$ cat src/rtl/drfm_mm_playback.sv
// DRFM playback: reads recorded words over Avalon-MM into a prefetch FIFO and emits scaled samples on each DAC strobe.
// Define DRFM_PLAYBACK_LOOP_EN for circular playback until Stop; otherwise Length words play once and the block drains itself.
module drfm_mm_playback #(
    parameter int FIFO_DEPTH = 16
) (
    input  logic        Clk,
    input  logic        Reset,
    input  logic        Start,
    input  logic        Stop,
    input  logic [24:0] Length,
    input  logic [9:0]  Delay,
    input  logic [3:0]  Scale,
    output logic        Avalon_ChipEnable,
    output logic [24:0] Avalon_Address,
    output logic [1:0]  Avalon_ByteEnable,
    output logic        Avalon_Read,
    input  logic        Avalon_WaitRequest,
    input  logic [15:0] Avalon_ReadData,
    input  logic        Avalon_ReadDataValid,
    input  logic        Sample_Strobe,
    output logic [15:0] Sample_Out,
    output logic        Sample_Valid,
    output logic        Underflow,
    output logic        Busy
);
    localparam int AW = $clog2(FIFO_DEPTH);
    localparam int CW = AW + 1;

    typedef enum logic [1:0] {IDLE, PREFILL, RUN, DRAIN} state_t;

    state_t        state_q, state_d;
    logic [24:0]   len_q, len_d;
    logic [24:0]   addr_q, addr_d;
    logic [24:0]   issued_q, issued_d;
    logic [3:0]    scale_q, scale_d;
    logic          read_q, read_d;
    logic [CW-1:0] cnt_q, cnt_d;
    logic [CW-1:0] outst_q, outst_d;
    logic [AW-1:0] wr_ptr_q, wr_ptr_d;
    logic [AW-1:0] rd_ptr_q, rd_ptr_d;
    logic [15:0]   sample_q, sample_d;
    logic          valid_q, valid_d;
    logic          underflow_q, underflow_d;
    logic [15:0]   fifo_mem [FIFO_DEPTH];

    logic          accept, ret, push, pop, more_reads, all_in, finished, hold_rd;
    logic signed [15:0] head_word;
    logic [CW:0]   level_d;

    always_comb begin
        state_d     = state_q;
        len_d       = len_q;
        addr_d      = addr_q;
        issued_d    = issued_q;
        scale_d     = scale_q;
        sample_d    = sample_q;
        valid_d     = 1'b0;
        underflow_d = underflow_q;
        wr_ptr_d    = wr_ptr_q;
        rd_ptr_d    = rd_ptr_q;
        push        = 1'b0;
        pop         = 1'b0;
        head_word   = fifo_mem[rd_ptr_q];

        hold_rd = read_q && Avalon_WaitRequest;
        accept  = read_q && !Avalon_WaitRequest;
        // A zero outstanding count means the data belongs to a read issued before reset.
        ret     = Avalon_ReadDataValid && (outst_q != '0);

        if (accept) begin
            addr_d   = (addr_q == len_q - 25'd1) ? 25'd0 : addr_q + 25'd1;
            issued_d = issued_q + 25'd1;
        end
        outst_d = outst_q + {{(CW-1){1'b0}}, accept} - {{(CW-1){1'b0}}, ret};

`ifdef DRFM_PLAYBACK_LOOP_EN
        all_in   = 1'b0;
        finished = 1'b0;
`else
        all_in   = (issued_d == len_q) && (outst_d == '0);
        finished = (issued_q == len_q) && (outst_q == '0) && (cnt_q == '0);
`endif

        if (state_q == PREFILL || state_q == RUN)
            push = ret;

        if (state_q == RUN && Sample_Strobe && !finished) begin
            valid_d = 1'b1;
            if (cnt_q != '0) begin
                pop      = 1'b1;
                sample_d = head_word >>> scale_q;
            end else begin
                sample_d    = 16'd0;
                underflow_d = 1'b1;
            end
        end

        cnt_d = cnt_q + {{(CW-1){1'b0}}, push} - {{(CW-1){1'b0}}, pop};
        if (push) wr_ptr_d = wr_ptr_q + AW'(1);
        if (pop)  rd_ptr_d = rd_ptr_q + AW'(1);

        case (state_q)
            IDLE: begin
                if (Start && Length != 25'd0) begin
                    state_d     = PREFILL;
                    len_d       = Length;
                    scale_d     = Scale;
                    addr_d      = {15'd0, Delay} % Length;
                    issued_d    = 25'd0;
                    underflow_d = 1'b0;
                    cnt_d       = '0;
                    wr_ptr_d    = '0;
                    rd_ptr_d    = '0;
                end
            end
            PREFILL: begin
                if (Stop)
                    state_d = DRAIN;
                else if (cnt_d == CW'(FIFO_DEPTH) || all_in)
                    state_d = RUN;
            end
            RUN: begin
                if (Stop || finished)
                    state_d = DRAIN;
            end
            default: begin
                cnt_d    = '0;
                wr_ptr_d = '0;
                rd_ptr_d = '0;
                if (outst_d == '0 && !hold_rd)
                    state_d = IDLE;
            end
        endcase

`ifdef DRFM_PLAYBACK_LOOP_EN
        more_reads = 1'b1;
`else
        more_reads = (issued_d < len_d);
`endif
        level_d = {1'b0, cnt_d} + {1'b0, outst_d};
        if (hold_rd)
            read_d = 1'b1;
        else
            read_d = (state_d == PREFILL || state_d == RUN) && more_reads
                     && (level_d < (CW+1)'(FIFO_DEPTH));
    end

    always_ff @(posedge Clk) begin
        if (push)
            fifo_mem[wr_ptr_q] <= Avalon_ReadData;
    end

    always_ff @(posedge Clk or posedge Reset) begin
        if (Reset) begin
            state_q     <= IDLE;
            len_q       <= 25'd0;
            addr_q      <= 25'd0;
            issued_q    <= 25'd0;
            scale_q     <= 4'd0;
            read_q      <= 1'b0;
            cnt_q       <= '0;
            outst_q     <= '0;
            wr_ptr_q    <= '0;
            rd_ptr_q    <= '0;
            sample_q    <= 16'd0;
            valid_q     <= 1'b0;
            underflow_q <= 1'b0;
        end else begin
            state_q     <= state_d;
            len_q       <= len_d;
            addr_q      <= addr_d;
            issued_q    <= issued_d;
            scale_q     <= scale_d;
            read_q      <= read_d;
            cnt_q       <= cnt_d;
            outst_q     <= outst_d;
            wr_ptr_q    <= wr_ptr_d;
            rd_ptr_q    <= rd_ptr_d;
            sample_q    <= sample_d;
            valid_q     <= valid_d;
            underflow_q <= underflow_d;
        end
    end

    assign Avalon_ChipEnable = 1'b1;
    assign Avalon_ByteEnable = 2'b11;
    assign Avalon_Address    = addr_q;
    assign Avalon_Read       = read_q;
    assign Sample_Out        = sample_q;
    assign Sample_Valid      = valid_q;
    assign Underflow         = underflow_q;
    assign Busy              = (state_q != IDLE);
endmodule

$ cat config.mk
export PLATFORM = sky130hd
export DESIGN_NAME = drfm_mm_playback
export DESIGN_NICKNAME = d
export VERILOG_FILES = /design/src/rtl/drfm_mm_playback.sv
export SDC_FILE = /design/constraint.sdc
export NUM_CORES = 1
export LEC_CHECK = 0
export CAP_MARGIN = 20
export CORE_UTILIZATION = 57
export CTS_CLUSTER_DIAMETER = 100
export CTS_CLUSTER_SIZE = 24
export DETAILED_ROUTE_END_ITERATION = 8
export PLACE_DENSITY = 0.78
export SETUP_SLACK_MARGIN = 0.02
export SYNTH_ARGS = -nofsm -noshare
export SYNTH_HDL_FRONTEND = slang
export SYNTH_SLANG_ARGS = --single-unit
$ cat constraint.sdc
create_clock -name Clk -period 4.1 [get_ports Clk]
set_input_delay 0.82 -clock Clk [delete_from_list [all_inputs] [get_ports Clk]]
set_output_delay 0.82 -clock Clk [all_outputs]
set_load 0.02 [all_outputs]
==> results of run 1 <==
## kinds of logic after synthesis
kind of cell	share of synthesized area, %
AOI/OAI and AO/OA	23.3
xor gates and xnor gates	7.56
adders and majority gates	12.7
buffers and inverters	3.57
DFF	28.4
muxes	5.97
other	0.0200
and+or+nand+nor	18.5
## synth_stat cells, types with 124 or more instances
master,n
nor3_1,127
inv_1,178
xnor2_1,192
nand2_1,357
o21ai_0,254
nand3_1,136
clkbuf_1,124
edfxtp_1,256
ha_1,377
a21oi_1,266
xor2_1,132
nor2_1,385
## metrics by stage
stage	hold WS, ns	std cells
after floorplan	0.515	4326
after global placement	0.474	6642
after detailed placement	0.473	6642
after CTS	0.505	6968
## metal layers
layer | global-route usage, % | GRT overflow
met4 | 57.3 | 22
met5 | 19.1 | 0
met1 | 66.9 | 1
met2 | 86.0 | 25
met3 | 41.8 | 3
## what timing repair did
item | in CTS
cloned | 10
endpoints found under the hold margin | 0
endpoints found under the setup margin | 27
pin swaps | 336
buffers inserted | 295
resized for setup | 679
==> impl_metrics.py, run 1 <==
metrics = {
    "yosys": {
        "synth_area_sq_um": 37500,
        "synth_edf_count": 256,
        "netlist-cell-type-count": 106,
        "ys.flop_type": "edfxtp_1",
        "synth_top_cell_by_area": "edfxtp_1",
        "avgSynthCellArea_sq_um": 8.70,
        "syn-instance-count": 4311,
        "netlist_top_cells_area": "edfxtp_1 (20%), ha_1 (13%), dfrtp_1 (7.9%)",
        "synth_top_area_share_pct": 20.5,
        "ys_seq_area_share_pct": 28.4,
        "async_flop_share_pct": 31.6,
        "ys_ff_latch": 374,
        "ys_warn_count": 0,
    },
    "global_route": {
        "grtUsageTotal_pct": 64.2,
        "grt_pass1_wl_mm": 326,
        "grt_pass1_vias": 54900,
        "grt_max_degree": 66,
        "grt_overflow": 51,
    },
    "die": {
        "rows": 93,
        "die_w_um": 259,
        "initial_core_util_pct": 58.0,
        "pin_count": 110,
        "die_y_um": 259,
    },
    "outcome": {
        "haltStage": "5_1_grt",
        "error_line": "[ERROR GRT-0116] Global routing finished with congestion. Check the congestion regions in the DRC Viewer.",
        "status": "aborted with a tool error",
    },
    "clock_tree": {
        "clockRootBuffer": "clkbuf_16",
        "cts.sinks": 374,
        "cts_made_buffers": 19,
        "cts_buffer_depth": 3,
        "ctsHoldBuffers": 0,
        "htreeDepth": 1,
    },
    "placed_design": {
        "place_worst_setup_slack_ns": -39.64,
        "routabilityCongestion": 1.07,
        "port_buffers": 106,
        "place_area_sq_um": 51600,
        "hpwl_mm": 116,
    },
}
==> run 2, diff against run 1 <==
==> config.mk (replaced) <==
export PLATFORM = sky130hd
export DESIGN_NAME = drfm_mm_playback
export DESIGN_NICKNAME = d
export VERILOG_FILES = /design/src/rtl/drfm_mm_playback.sv
export SDC_FILE = /design/constraint.sdc
export NUM_CORES = 1
export LEC_CHECK = 0
export CAP_MARGIN = 20
export CORE_UTILIZATION = 40
export DETAILED_ROUTE_END_ITERATION = 8
export PLACE_DENSITY_LB_ADDON = 0.15
export SYNTH_ARGS = -nofsm -noshare
export SYNTH_HDL_FRONTEND = slang
export SYNTH_SLANG_ARGS = --single-unit
==> constraint.sdc (replaced) <==
create_clock -name Clk -period 5.35 [get_ports Clk]
set_input_delay 1.07 -clock Clk [delete_from_list [all_inputs] [get_ports Clk]]
set_output_delay 1.07 -clock Clk [all_outputs]
set_load 0.02 [all_outputs]
==> impl_metrics.py, run 2 <==
metrics = {
    "yosys": {
        "ys.flop_type": "edfxtp_1",
        "synth-xor-area-share_pct": 7.56,
        "synth_fa_ha_area_share_pct": 12.7,
        "synth.area.mux_share_pct": 5.97,
        "ys_warn_count": 0,
        "synth_top_family_by_area": "compound AO/OA/AOI/OAI gates",
        "yosys.area_share.simple_pct": 18.5,
        "async_flop_share_pct": 31.6,
        "netlist-cell-type-count": 106,
        "ys_ff_latch": 374,
        "syn-instance-count": 4311,
        "avgSynthCellArea_sq_um": 8.70,
        "synth_area_sq_um": 37500,
        "synth_edf_count": 256,
        "synth_top_area_share_pct": 20.5,
        "synth_compound_area_share_pct": 23.3,
        "synth.most_common_cell": "nor2_1",
        "netlist_top_cells_area": "edfxtp_1 (20%), ha_1 (13%), dfrtp_1 (7.9%)",
        "synthTopCellsByCount": "nor2_1 (385), ha_1 (377), nand2_1 (357), a21oi_1 (266), edfxtp_1 (256)",
        "synth_top_cell_by_area": "edfxtp_1",
        "ys_seq_area_share_pct": 28.4,
    },
    "clock_tree": {
        "cts_buffer_depth": 3,
        "htreeDepth": 2,
        "cts_made_buffers": 34,
        "cts_tree": "built",
        "clk_latency_ns": 0.54,
        "clk_pin_slew_ns": 0.07,
        "cts.sinks": 374,
        "clockRootBuffer": "clkbuf_16",
        "ctsHoldBuffers": 0,
    },
    "worst_setup_path": {
        "cp_data_arrival_time_ns": 41.04,
        "cp_common_cell": "buf_4",
        "path_max_fanout": 7,
        "r2r_start": "outst_q[3]",
        "cp_slowest_cell": "or4_4",
        "cp_slowest_stage_delay_ns": 0.62,
        "critPathLaunchType": "primary input",
        "crit_start": "Length[7]",
        "crit_path_end_kind": "flip-flop",
        "r2r.worst_path.cells": 19,
        "r2r-end": "Avalon_Read",
        "cp-endpoint": "Avalon_Address[22]",
        "reg2reg_slack_ns": 0.66,
        "crit_type": "primary input to flip-flop",
        "cp.required_ns": 5.76,
    },
    "timing": {
        "setup_viol_count_final": 25,
        "rsz0062_at_grt": "true",
        "hold_viol": 0,
        "maxSlewHeadroom_pct": 37.3,
        "timing.final.crit_share_pct": 759,
        "tightest_slew_ns": 0.940,
        "drv_slew": 0,
        "setup_ws_ns": -35.28,
        "fmax_mhz": 24.6,
        "clock_skew_ns": 0.0192,
        "min_period_ns": 40.63,
    },
    "flow_run": {
        "maxCapViolCount": 0,
    },
    "placed_design": {
        "port_buffers": 106,
        "routabilityCongestion": 0.966,
        "hpwl_mm": 116,
    },
    "final_layout": {
        "nets": 6561,
        "final_common_cell": "buf_4",
        "antennaDiodeCount": 0,
        "final_cell_mix": "buf_4 (1,713), nor2_1 (328), nand2_1 (326)",
        "nFillCells": 7699,
        "largest_register_ffs": 256,
        "largest-register": "fifo_mem",
        "drive_gt1_share_pct": 42.2,
        "multiInputGateArea_sq_um": 29600,
        "syn_to_final_growth_pct": 56.7,
        "post-route-util_pct": 63.7,
        "seq_area_sq_um": 10600,
    },
    "detailed_routing": {
        "wl_mm": 157,
        "dr.first_iter.drc_count": 3567,
        "drtAntennaViolNets": 0,
        "drc": 0,
        "vias_per_cell": 5.72,
        "routed-via-count": 42300,
        "drt_pass1_iterations": 5,
        "wl_per_cell_um": 21.2,
    },
    "global_route": {
        "grt_util_met1_pct": 43.6,
        "grt_use_met2_pct": 50.7,
        "grtUsageMet3_pct": 3.37,
        "top_usage_layer": "met2",
        "grt_pass1_wl_mm": 233,
        "grtUsageTotal_pct": 31.5,
        "grt_antenna_before_repair": 1,
        "grt_pass1_vias": 40700,
        "grt_overflow": 0,
        "grt_max_degree": 72,
    },
    "die": {
        "initial_core_util_pct": 40.7,
        "core_area_sq_um": 92200,
        "die_w_um": 308,
        "pin_count": 110,
        "rows": 111,
        "die_y_um": 308,
        "dieArea_sq_um": 95000,
    },
    "power": {
        "power_density_nw_per_um2": 203,
        "p_leak_nw": 26.6,
        "peakVddDrop_mv": 0.197,
        "total_power_w": 0.0119,
    },
    "outcome": {
        "violations": "negative setup slack",
        "status": "finished with violations",
    },
    "hold_path": {
        "worstHoldPathType": "flip-flop to flip-flop",
        "whs_path_depth": 2,
    },
}
==> run 2: cell counts after synthesis <==
Identical to the previous run, type by type.
==> run 2: report_power, final <==
group | switching, W | internal [W] | total (W) | leakage, nW
sequential | 0.000564 | 0.00343 | 0.00399 | 3.85
combinational | 0.00293 | 0.00256 | 0.00549 | 22.3
clock | 0.00110 | 0.00135 | 0.00245 | 0.520
total | 0.00459 | 0.00733 | 0.0119 | 26.6
==> run 2: worst min-delay path by stage <==
stage	start	endpoint	slack, ns
after detailed placement	Sample_Out[2]	Sample_Out[2]	0.48
after global placement	Sample_Out[2]	Sample_Out[2]	0.48
final	Sample_Out[2]	Sample_Out[2]	0.50
after CTS	Sample_Out[2]	Sample_Out[2]	0.50
after global routing	Sample_Out[2]	Sample_Out[2]	0.52
after floorplan	outst_q[0]	outst_q[0]	0.51
==> run 2: layer usage <==
metal	part of all wire, %	vias to the layer above
met5	0.0083	-
met1	44	20500
li1	-	19900
met4	3.8	2
met3	6.3	333
met2	46	1513
==> run 2: final cells by class <==
class | count | share of cell area [%]
well taps | 1243 | 2.65
repair buffers | 1914 | 25.9
multi-input cells | 3614 | 50.3
clock buffers | 47 | 1.55
clock inverters | 12 | 0.275
inverters | 181 | 1.19
flip-flops and latches | 374 | 18.1
==> run 2: what timing repair did <==
action | CTS | global route
pin swaps | 193 | 255
gates resized for setup | 337 | 353
cloned | 5 | 6
buffers inserted | 186 | 100
setup endpoints to repair | 26 | 26
==> run 2: logic make-up (layout without fill, tap and decap cells) <==
logic type                 Yosys count  after routing
and+or+nand+nor                   1422           1425
other                                2             17
AOI/OAI and AO/OA                 1290           1291
buffers and inverters              342           2154
xor gates and xnor gates           324            324
DFF                                374            374
adders and majority gates          380            380
muxes                              177            177
==> run 2: worst max-delay path, delay by kind of cell <==
| kind | cells | cell delay (ns) |
|---|---|---|
| AND/OR/NAND/NOR | 54 | 10.60 |
| XOR/XNOR | 1 | 0.16 |
| AO/OA/AOI/OAI | 97 | 18.20 |
| multiplexers | 3 | 0.90 |
| adder cells (fa/ha/maj) | 21 | 4.97 |
| buffers and inverters | 34 | 5.08 |
==> run 2: per-stage QoR <==
step / hold WS, ns / setup WS [ns] / setup TNS, ns / std cells / instance area (sq um)
2_1_floorplan: 0.515 / -35.02 / -867.14 / 4326 / 39000
3_3_place_gp: 0.482 / -38.11 / -948.66 / 7038 / 52200
3_5_place_dp: 0.484 / -38.53 / -958.95 / 7038 / 52200
4_1_cts: 0.500 / -34.81 / -864.08 / 7284 / 56300
5_1_grt: 0.522 / -36.73 / -910.85 / 7385 / 58800
6_report: 0.496 / -35.28 / -876.21 / 7385 / 58800
No activity file was read; power rests on OpenSTA's default activity.
